$ cat src/rtl/instr_fetch_pkg.sv
// Shared definitions for the IF stage: fetch FSM states, word size,
// PC increment and the default reset vector.
package instr_fetch_pkg;

  localparam int          INSTR_W              = 32;
  localparam int          PC_INC               = 4;
  localparam logic [31:0] DEFAULT_RESET_VECTOR = 32'h0000_0000;

  typedef enum logic [1:0] {
    FETCH = 2'd0,
    WAIT  = 2'd1,
    GIVE  = 2'd2
  } fetch_state_t;

endpackage

$ cat src/rtl/instr_fetch.sv
// IF stage: holds the PC, fetches one word at a time over req/gnt/rvalid,
// hands it to ID with give/get and squashes wrong-path fetches on redirect.
module instr_fetch
  import instr_fetch_pkg::*;
#(
  parameter int                 BITSIZE      = 32,
  parameter logic [BITSIZE-1:0] RESET_VECTOR = BITSIZE'(DEFAULT_RESET_VECTOR)
) (
  input  logic                clk,
  input  logic                resetn_i,
  output logic                IF_ID_give_o,
  input  logic                ID_IF_get_i,
  output logic [INSTR_W-1:0]  IF_ID_instr_o,
  output logic [BITSIZE-1:0]  IF_ID_pc_o,
  output logic                IF_MEM_req_o,
  output logic [BITSIZE-1:0]  IF_MEM_addr_o,
  input  logic                MEM_IF_gnt_i,
  input  logic                MEM_IF_rvalid_i,
  input  logic [INSTR_W-1:0]  MEM_IF_rdata_i,
  input  logic                EX_IF_redirect_i,
  input  logic [BITSIZE-1:0]  EX_IF_target_i
);

  fetch_state_t       state_r;
  fetch_state_t       next_state_s;
  logic [BITSIZE-1:0] pc_r;
  logic [BITSIZE-1:0] next_pc_s;
  logic [BITSIZE-1:0] pc_step_s;
  logic [BITSIZE-1:0] target_aligned_s;
  logic               discard_r;
  logic               next_discard_s;
  logic               active_r;
  logic [INSTR_W-1:0] instr_r;
  logic [BITSIZE-1:0] out_pc_r;
  logic               load_out_s;
  logic               give_s;
  logic               req_s;

  assign target_aligned_s = EX_IF_target_i & ~(BITSIZE'(3));

  // Next state, next PC, discard tracking and handshake outputs
  always_comb begin
    next_state_s   = state_r;
    pc_step_s      = pc_r;
    next_pc_s      = pc_r;
    next_discard_s = discard_r;
    load_out_s     = 1'b0;
    give_s         = 1'b0;
    req_s          = 1'b0;
    case (state_r)
      FETCH: begin
        // active_r keeps req low until the first clock after reset release
        req_s = active_r;
        if (active_r && MEM_IF_gnt_i) begin
          next_state_s   = WAIT;
          next_discard_s = EX_IF_redirect_i;
        end else begin
          next_state_s   = FETCH;
        end
      end
      WAIT: begin
        if (MEM_IF_rvalid_i) begin
          next_discard_s = 1'b0;
          if (discard_r || EX_IF_redirect_i) begin
            next_state_s = FETCH;
          end else begin
            next_state_s = GIVE;
            load_out_s   = 1'b1;
          end
        end else if (EX_IF_redirect_i) begin
          next_discard_s = 1'b1;
        end else begin
          next_discard_s = discard_r;
        end
      end
      GIVE: begin
        give_s = ~EX_IF_redirect_i;
        if (EX_IF_redirect_i) begin
          next_state_s = FETCH;
        end else if (ID_IF_get_i) begin
          next_state_s = FETCH;
          pc_step_s    = pc_r + BITSIZE'(PC_INC);
        end else begin
          next_state_s = GIVE;
        end
      end
      default: begin
        next_state_s = FETCH;
      end
    endcase
    // A redirect overrides any sequential PC step, including a same-cycle transfer
    if (EX_IF_redirect_i) begin
      next_pc_s = target_aligned_s;
    end else begin
      next_pc_s = pc_step_s;
    end
  end

  // State, PC, discard flag and output holding registers
  always_ff @(posedge clk or negedge resetn_i) begin
    if (!resetn_i) begin
      state_r   <= FETCH;
      pc_r      <= RESET_VECTOR;
      discard_r <= 1'b0;
      active_r  <= 1'b0;
      instr_r   <= '0;
      out_pc_r  <= '0;
    end else begin
      state_r   <= next_state_s;
      pc_r      <= next_pc_s;
      discard_r <= next_discard_s;
      active_r  <= 1'b1;
      if (load_out_s) begin
        instr_r  <= MEM_IF_rdata_i;
        out_pc_r <= pc_r;
      end
    end
  end

  assign IF_ID_give_o  = give_s;
  assign IF_ID_instr_o = instr_r;
  assign IF_ID_pc_o    = out_pc_r;
  assign IF_MEM_req_o  = req_s;
  assign IF_MEM_addr_o = pc_r;

endmodule

$ cat config.mk
export PLATFORM = sky130hd
export DESIGN_NAME = instr_fetch
export DESIGN_NICKNAME = d
export VERILOG_FILES = /design/src/rtl/instr_fetch_pkg.sv /design/src/rtl/instr_fetch.sv
export SDC_FILE = /design/constraint.sdc
export NUM_CORES = 1
export LEC_CHECK = 0
export CORE_ASPECT_RATIO = 0.9
export CORE_MARGIN = 3
export CORE_UTILIZATION = 47
export CTS_CLUSTER_DIAMETER = 100
export DETAILED_ROUTE_END_ITERATION = 8
export HOLD_SLACK_MARGIN = 0.08
export PLACE_DENSITY = 0.86
export SYNTH_ARGS = -nofsm -noshare
export SYNTH_HDL_FRONTEND = slang
export SYNTH_SLANG_ARGS = --single-unit
$ cat constraint.sdc
create_clock -name clk -period 3.25 [get_ports clk]
set_input_delay 0.8125 -clock clk [delete_from_list [all_inputs] [get_ports clk]]
set_output_delay 0.8125 -clock clk [all_outputs]
set_load 0.02 [all_outputs]
==> results.sh, run 1 <==
export IMPL_num_rows=32
export IMPL_die_y_um=96.0
export IMPL_nNetsFinal=574
export IMPL_n_antenna_cell=0
export IMPL_nFillCells=662
export IMPL_core_region_area_um2=8650
export IMPL_hpwl_um=7770
export IMPL_finalSetupViolCount=0
export IMPL_cts_resized=0
export IMPL_clockBufferDepth=2
export IMPL_cts_hold_buf=0
export IMPL_htree_levels=3
export IMPL_syn_to_final_growth_pct=45.9
export IMPL_synth_warnings=0
export IMPL_max_clock_freq_mhz=376
export IMPL_cp_max_fo=6
export IMPL_totalWireLength_um=10400
export IMPL_clk_pin_slew_ns=0.09
export IMPL_ios=168
export IMPL_worstPathArrival_ns=1.84
export IMPL_slew_viol_final=0
export IMPL_fin_crit_ns=2.66
export IMPL_drtAntennaViolNets=0
export IMPL_setup_ws_ns=0.594
export IMPL_synth_avg_cell_area_um2=12.4
export IMPL_final_layout_size_suffix_gt1_share_pct=18.3
export IMPL_async_flop_share_pct=100
export IMPL_p_per_area_nw_per_um2=764
export IMPL_clk_latency_ns=0.35
export IMPL_first_pass_iters=5
export IMPL_gp_congestion=0.849
export IMPL_syn_inst=341
export IMPL_skew_ns=0.00816
export IMPL_wl_per_cell_um=16.6
export IMPL_start_util_pct=48.9
export IMPL_grt_pass1_wl_um=16700
export IMPL_post_place_ws_ns=0.380
export IMPL_first_iter_violations=122
export IMPL_startpoint_type="flip-flop"
export IMPL_antenna_found_initial=0
export IMPL_grt_setup_unrepaired="no"
export IMPL_fin_crit_sh_pct=81.7
export IMPL_gr_usage_all_layers_pct=21.0
export IMPL_numCtsBuffers=9
export IMPL_grt_max_degree=61
export IMPL_cts_root_buffer="clkbuf_8"
export IMPL_synth_seq_area_share_pct=56.8
export IMPL_timing_setup_tns_ns=0
export IMPL_netlist_area_um2=4230
export IMPL_vias_per_cell=5.04
export IMPL_min_path_type="input pin to async pin"
export IMPL_drv_cap=0
export IMPL_num_vias=3153
export IMPL_grt_pass1_vias=3135
export IMPL_synth_edff_count=0
export IMPL_vdd_drop_max_v=0.000388
export IMPL_portBuffers=161
export IMPL_cts_tree="yes"
export IMPL_status="finished, final reports clean"
export IMPL_hold_viol=0
export IMPL_die_area_um2=10200
export IMPL_slew_limit_headroom_pct=54.9
export IMPL_tightest_slew_ns=0.672
export IMPL_synth_seq_cells=96
export IMPL_critical_path_class="flip-flop to output port"
export IMPL_rr_worst_depth=6
export IMPL_cts_sinks=96
export IMPL_endpoint_kind="output port"
export IMPL_synth_distinct_cells=37
export IMPL_drc=0
export IMPL_postCtsSetupBuffers=0
export IMPL_ys_flop_type="dfrtp_1"
export IMPL_die_w_um=106
export IMPL_p_leak_uw=0.00262
export IMPL_overflow=0
export IMPL_cp_required_ns=2.44
cells in the mapped netlist (all sizes together) (7+ instances only):
cell	number	area, µm²
nand3	11	65.1
and3	7	43.8
nand4	13	81.3
o21ai	29	149
mux2	63	709
clkbuf	7	26.3
nor2	9	33.8
xnor2	9	78.8
dfrtp	96	2400
xor2	19	166
nand2	39	146
buf	10	60.1
cell families (layout without fill, tap and decap cells):
group	after synthesis	after routing	share of synthesized area [%]
AOI/OAI and AO/OA	34	34	4.44
and+or+nand+nor	96	96	13.0
adders and majority gates	1	1	0.296
DFF	96	96	56.8
other	2	5	0.178
buffers and inverters	19	182	2.22
xor gates and xnor gates	28	28	5.80
muxes	65	65	17.2
flip-flops by register name (all words and copies together), names as in the netlist:
name and count:
IF_MEM_addr_o 30, IF_ID_pc_o 30, state_r 2, IF_ID_instr_o 32, discard_r 1, active_r 1
final cells by class:
cell class,count,area (µm²),share of cell area [%]
Clock buffer,9,124,2.01
Sequential cell,96,2400,38.9
Timing Repair Buffer,165,1650,26.7
Multi-Input combinational cell,229,1760,28.5
Clock inverter,6,83.8,1.36
Tap cell,119,149,2.41
Inverter,2,7.51,0.122
path summary, 6_finish.rpt:
check / from / end / slack [ns]
max in group asynchronous: resetn_i / IF_ID_pc_o[9]$_DFFE_PN0P_ / 1.95
max: state_r[1]$_DFFE_PN0P_ / IF_ID_give_o / 0.59
max reg2reg: IF_MEM_addr_o[2]$_DFFE_PN0P_ / IF_MEM_addr_o[26]$_DFFE_PN0P_ / 1.22
min in group clk: IF_ID_instr_o[12]$_DFFE_PN0P_ / IF_ID_instr_o[12]$_DFFE_PN0P_ / 0.51
min reg2reg: IF_ID_instr_o[12]$_DFFE_PN0P_ / IF_ID_instr_o[12]$_DFFE_PN0P_ / 0.51
min: resetn_i / IF_ID_instr_o[9]$_DFFE_PN0P_ / 0.47
critical path: stages, from the launching register on:
cell and delay, ns:
dfrtp_1 0.50, or2b_1 0.29, nor2_1 0.09, clkdlybuf4s50_1 0.60
power by group:
part | switching [µW] | total, µW | internal, µW
logic | 928 | 2020 | 1090
clock network | 400 | 828 | 428
registers | 254 | 1870 | 1610
stage by stage:
stage                     std cells  util [%]  total power, µW  hold slack [ns]  cell area [µm²]
after floorplan                 344         -             2830            0.517             4240
after global placement          611      68.9             3850            0.469             5960
after detailed placement        611      68.9             3930            0.492             5960
after CTS                       626      71.3             4760            0.479             6170
after global routing            626      71.3             4950            0.486             6170
final                           626      71.3             4710            0.469             6170
metal layers:
metal  global-route usage (%)  wire length, µm  vias up
li1                         -                -     1505
met5                        0                0        -
met4                     5.61               80        0
met1                     27.1             4380     1536
met3                     4.63              555       10
met2                     36.1             5390      102
layout by cell type (no fill, tap or decap), drive strengths merged, types with 7 or more instances in the layout:
master,netlist,final
mux2,63,63
xor2,19,19
and3,7,7
nand4,13,13
clkdlybuf4s50,0,159
nand2,39,39
o21ai,29,29
xnor2,9,9
dfrtp,96,96
clkbuf,7,9
nand3,11,11
nor2,9,9
No activity file was read; power rests on OpenSTA's default activity.
==> inputs of run 2 (changes only) <==
CORE_UTILIZATION = 44   (was 47)
PLACE_DENSITY = 0.81   (was 0.86)
clock period = 2.7 ns   (was 3.25 ns; I/O delays follow)
==> results.sh, run 2 (synthesized netlist as in run 1, its figures left out) <==
export IMPL_finalSetupViolCount=0
export IMPL_antenna_found_initial=0
export IMPL_grt_pass1_vias=3282
export IMPL_vdd_drop_max_v=0.000531
export IMPL_die_w_um=109
export IMPL_postCtsSetupBuffers=0
export IMPL_nNetsFinal=578
export IMPL_clockBufferDepth=2
export IMPL_overflow=0
export IMPL_cts_sinks=96
export IMPL_multiInputGateArea_um2=1760
export IMPL_largest_register_ffs=32
export IMPL_hold_ws_ns=0.227
export IMPL_slew_limit_headroom_pct=62.8
export IMPL_skew_ns=0.0119
export IMPL_totalWireLength_um=10400
export IMPL_core_region_area_um2=9250
export IMPL_timing_setup_tns_ns=0
export IMPL_cts_root_buffer="clkbuf_8"
export IMPL_hpwl_um=7860
export IMPL_first_iter_violations=107
export IMPL_worstPathArrival_ns=1.90
export IMPL_die_y_um=99.0
export IMPL_fin_crit_sh_pct=95.3
export IMPL_num_vias=3212
export IMPL_htree_levels=3
export IMPL_final_common_cell="clkdlybuf4s50_1"
export IMPL_first_pass_iters=4
export IMPL_numCtsBuffers=9
export IMPL_syn_to_final_growth_pct=47.1
export IMPL_cts_resized=0
export IMPL_wl_per_cell_um=16.4
export IMPL_clk_pin_slew_ns=0.09
export IMPL_grt_setup_unrepaired="no"
export IMPL_drc=0
export IMPL_critical_path_class="flip-flop to output port"
export IMPL_min_path_type="input pin to async pin"
export IMPL_slew_viol_final=0
export IMPL_drtAntennaViolNets=0
export IMPL_setup_ws_ns=0.127
export IMPL_p_per_area_nw_per_um2=913
export IMPL_grt_max_degree=61
export IMPL_tightest_slew_ns=0.555
export IMPL_die_area_um2=10800
export IMPL_hold_viol=0
export IMPL_grt_pass1_wl_um=16400
export IMPL_n_antenna_cell=0
export IMPL_cp_max_fo=6
export IMPL_vias_per_cell=5.07
export IMPL_final_layout_size_suffix_gt1_share_pct=19.0
export IMPL_startpoint_type="flip-flop"
export IMPL_max_clock_freq_mhz=389
export IMPL_status="finished, final reports clean"
export IMPL_nFillCells=734
export IMPL_ios=168
export IMPL_num_rows=33
export IMPL_gr_usage_all_layers_pct=19.3
export IMPL_cts_hold_buf=0
export IMPL_fin_crit_ns=2.57
export IMPL_layout_common_cells="clkdlybuf4s50_1, dfrtp_1, mux2_2"
export IMPL_cp_required_ns=2.03
export IMPL_endpoint_kind="output port"
export IMPL_regArea_um2=2400
export IMPL_start_util_pct=45.7
export IMPL_drv_cap=0
export IMPL_clk_latency_ns=0.36
export IMPL_portBuffers=161
export IMPL_post_place_ws_ns=0.142
export IMPL_p_leak_uw=0.00264
export IMPL_finalPower_uw=5680
export IMPL_cts_tree="yes"
export IMPL_gp_congestion=0.783
==> run 2: changes by cell type in the layout (fill, tap and decap cells not counted) <==
cell,before,now
buf_4,4,7
clkinv_2,3,1
buf_12,1,2
clkinvlp_4,0,1
inv_6,1,2
==> run 2: metrics by stage <==
step,instance area (µm²),utilization (%),cells
after floorplan,4240,-,344
after global placement,6010,65.0,618
after detailed placement,6010,65.0,618
after CTS,6220,67.3,633
after global routing,6220,67.3,633
final,6220,67.3,633
==> run 2: final timing paths <==
| path | start | end | slack (ns) | cells past startpoint |
|---|---|---|---|---|
| hold reg to reg | IF_ID_pc_o[30]$_DFFE_PN0P_ | IF_ID_pc_o[30]$_DFFE_PN0P_ | 0.51 | 1 |
| setup / recovery | state_r[1]$_DFFE_PN0P_ | IF_ID_give_o | 0.13 | 3 |
| max in group asynchronous | resetn_i | IF_ID_pc_o[19]$_DFFE_PN0P_ | 1.78 | 2 |
| setup reg to reg | IF_MEM_addr_o[12]$_DFFE_PN0P_ | IF_MEM_addr_o[31]$_DFFE_PN0P_ | 0.79 | 5 |
| hold / removal | resetn_i | IF_ID_pc_o[22]$_DFFE_PN0P_ | 0.23 | 1 |
| min in group clk | IF_ID_pc_o[30]$_DFFE_PN0P_ | IF_ID_pc_o[30]$_DFFE_PN0P_ | 0.51 | 1 |
==> run 2: area by class of cell <==
cell class              count  area share [%]
well taps                 122            2.45
multi-input cells         229            28.2
flip-flops and latches     96            38.6
repair buffers            169            27.1
clock inverters             6            1.45
inverters                   2           0.121
clock buffers               9            1.99
==> run 2: routing by layer <==
metal	track usage, %	vias to the layer above	wire (µm)
li1	-	1517	-
met4	3.07	0	62
met2	32.9	138	5110
met1	24.3	1549	4330
met5	0	-	0
met3	6.29	8	897
==> run 2: where the power goes <==
part / switching, µW / leakage (µW) / internal, µW
Sequential: 299 / 0.00117 / 1940
Clock: 496 / 0.000106 / 522
Combinational: 1110 / 0.00136 / 1320
==> run 2: worst max-delay path: stages (launching register included) <==
cell and delay (ns):
dfrtp_1 0.53, or2b_1 0.28, nor2_1 0.11, clkdlybuf4s50_1 0.62
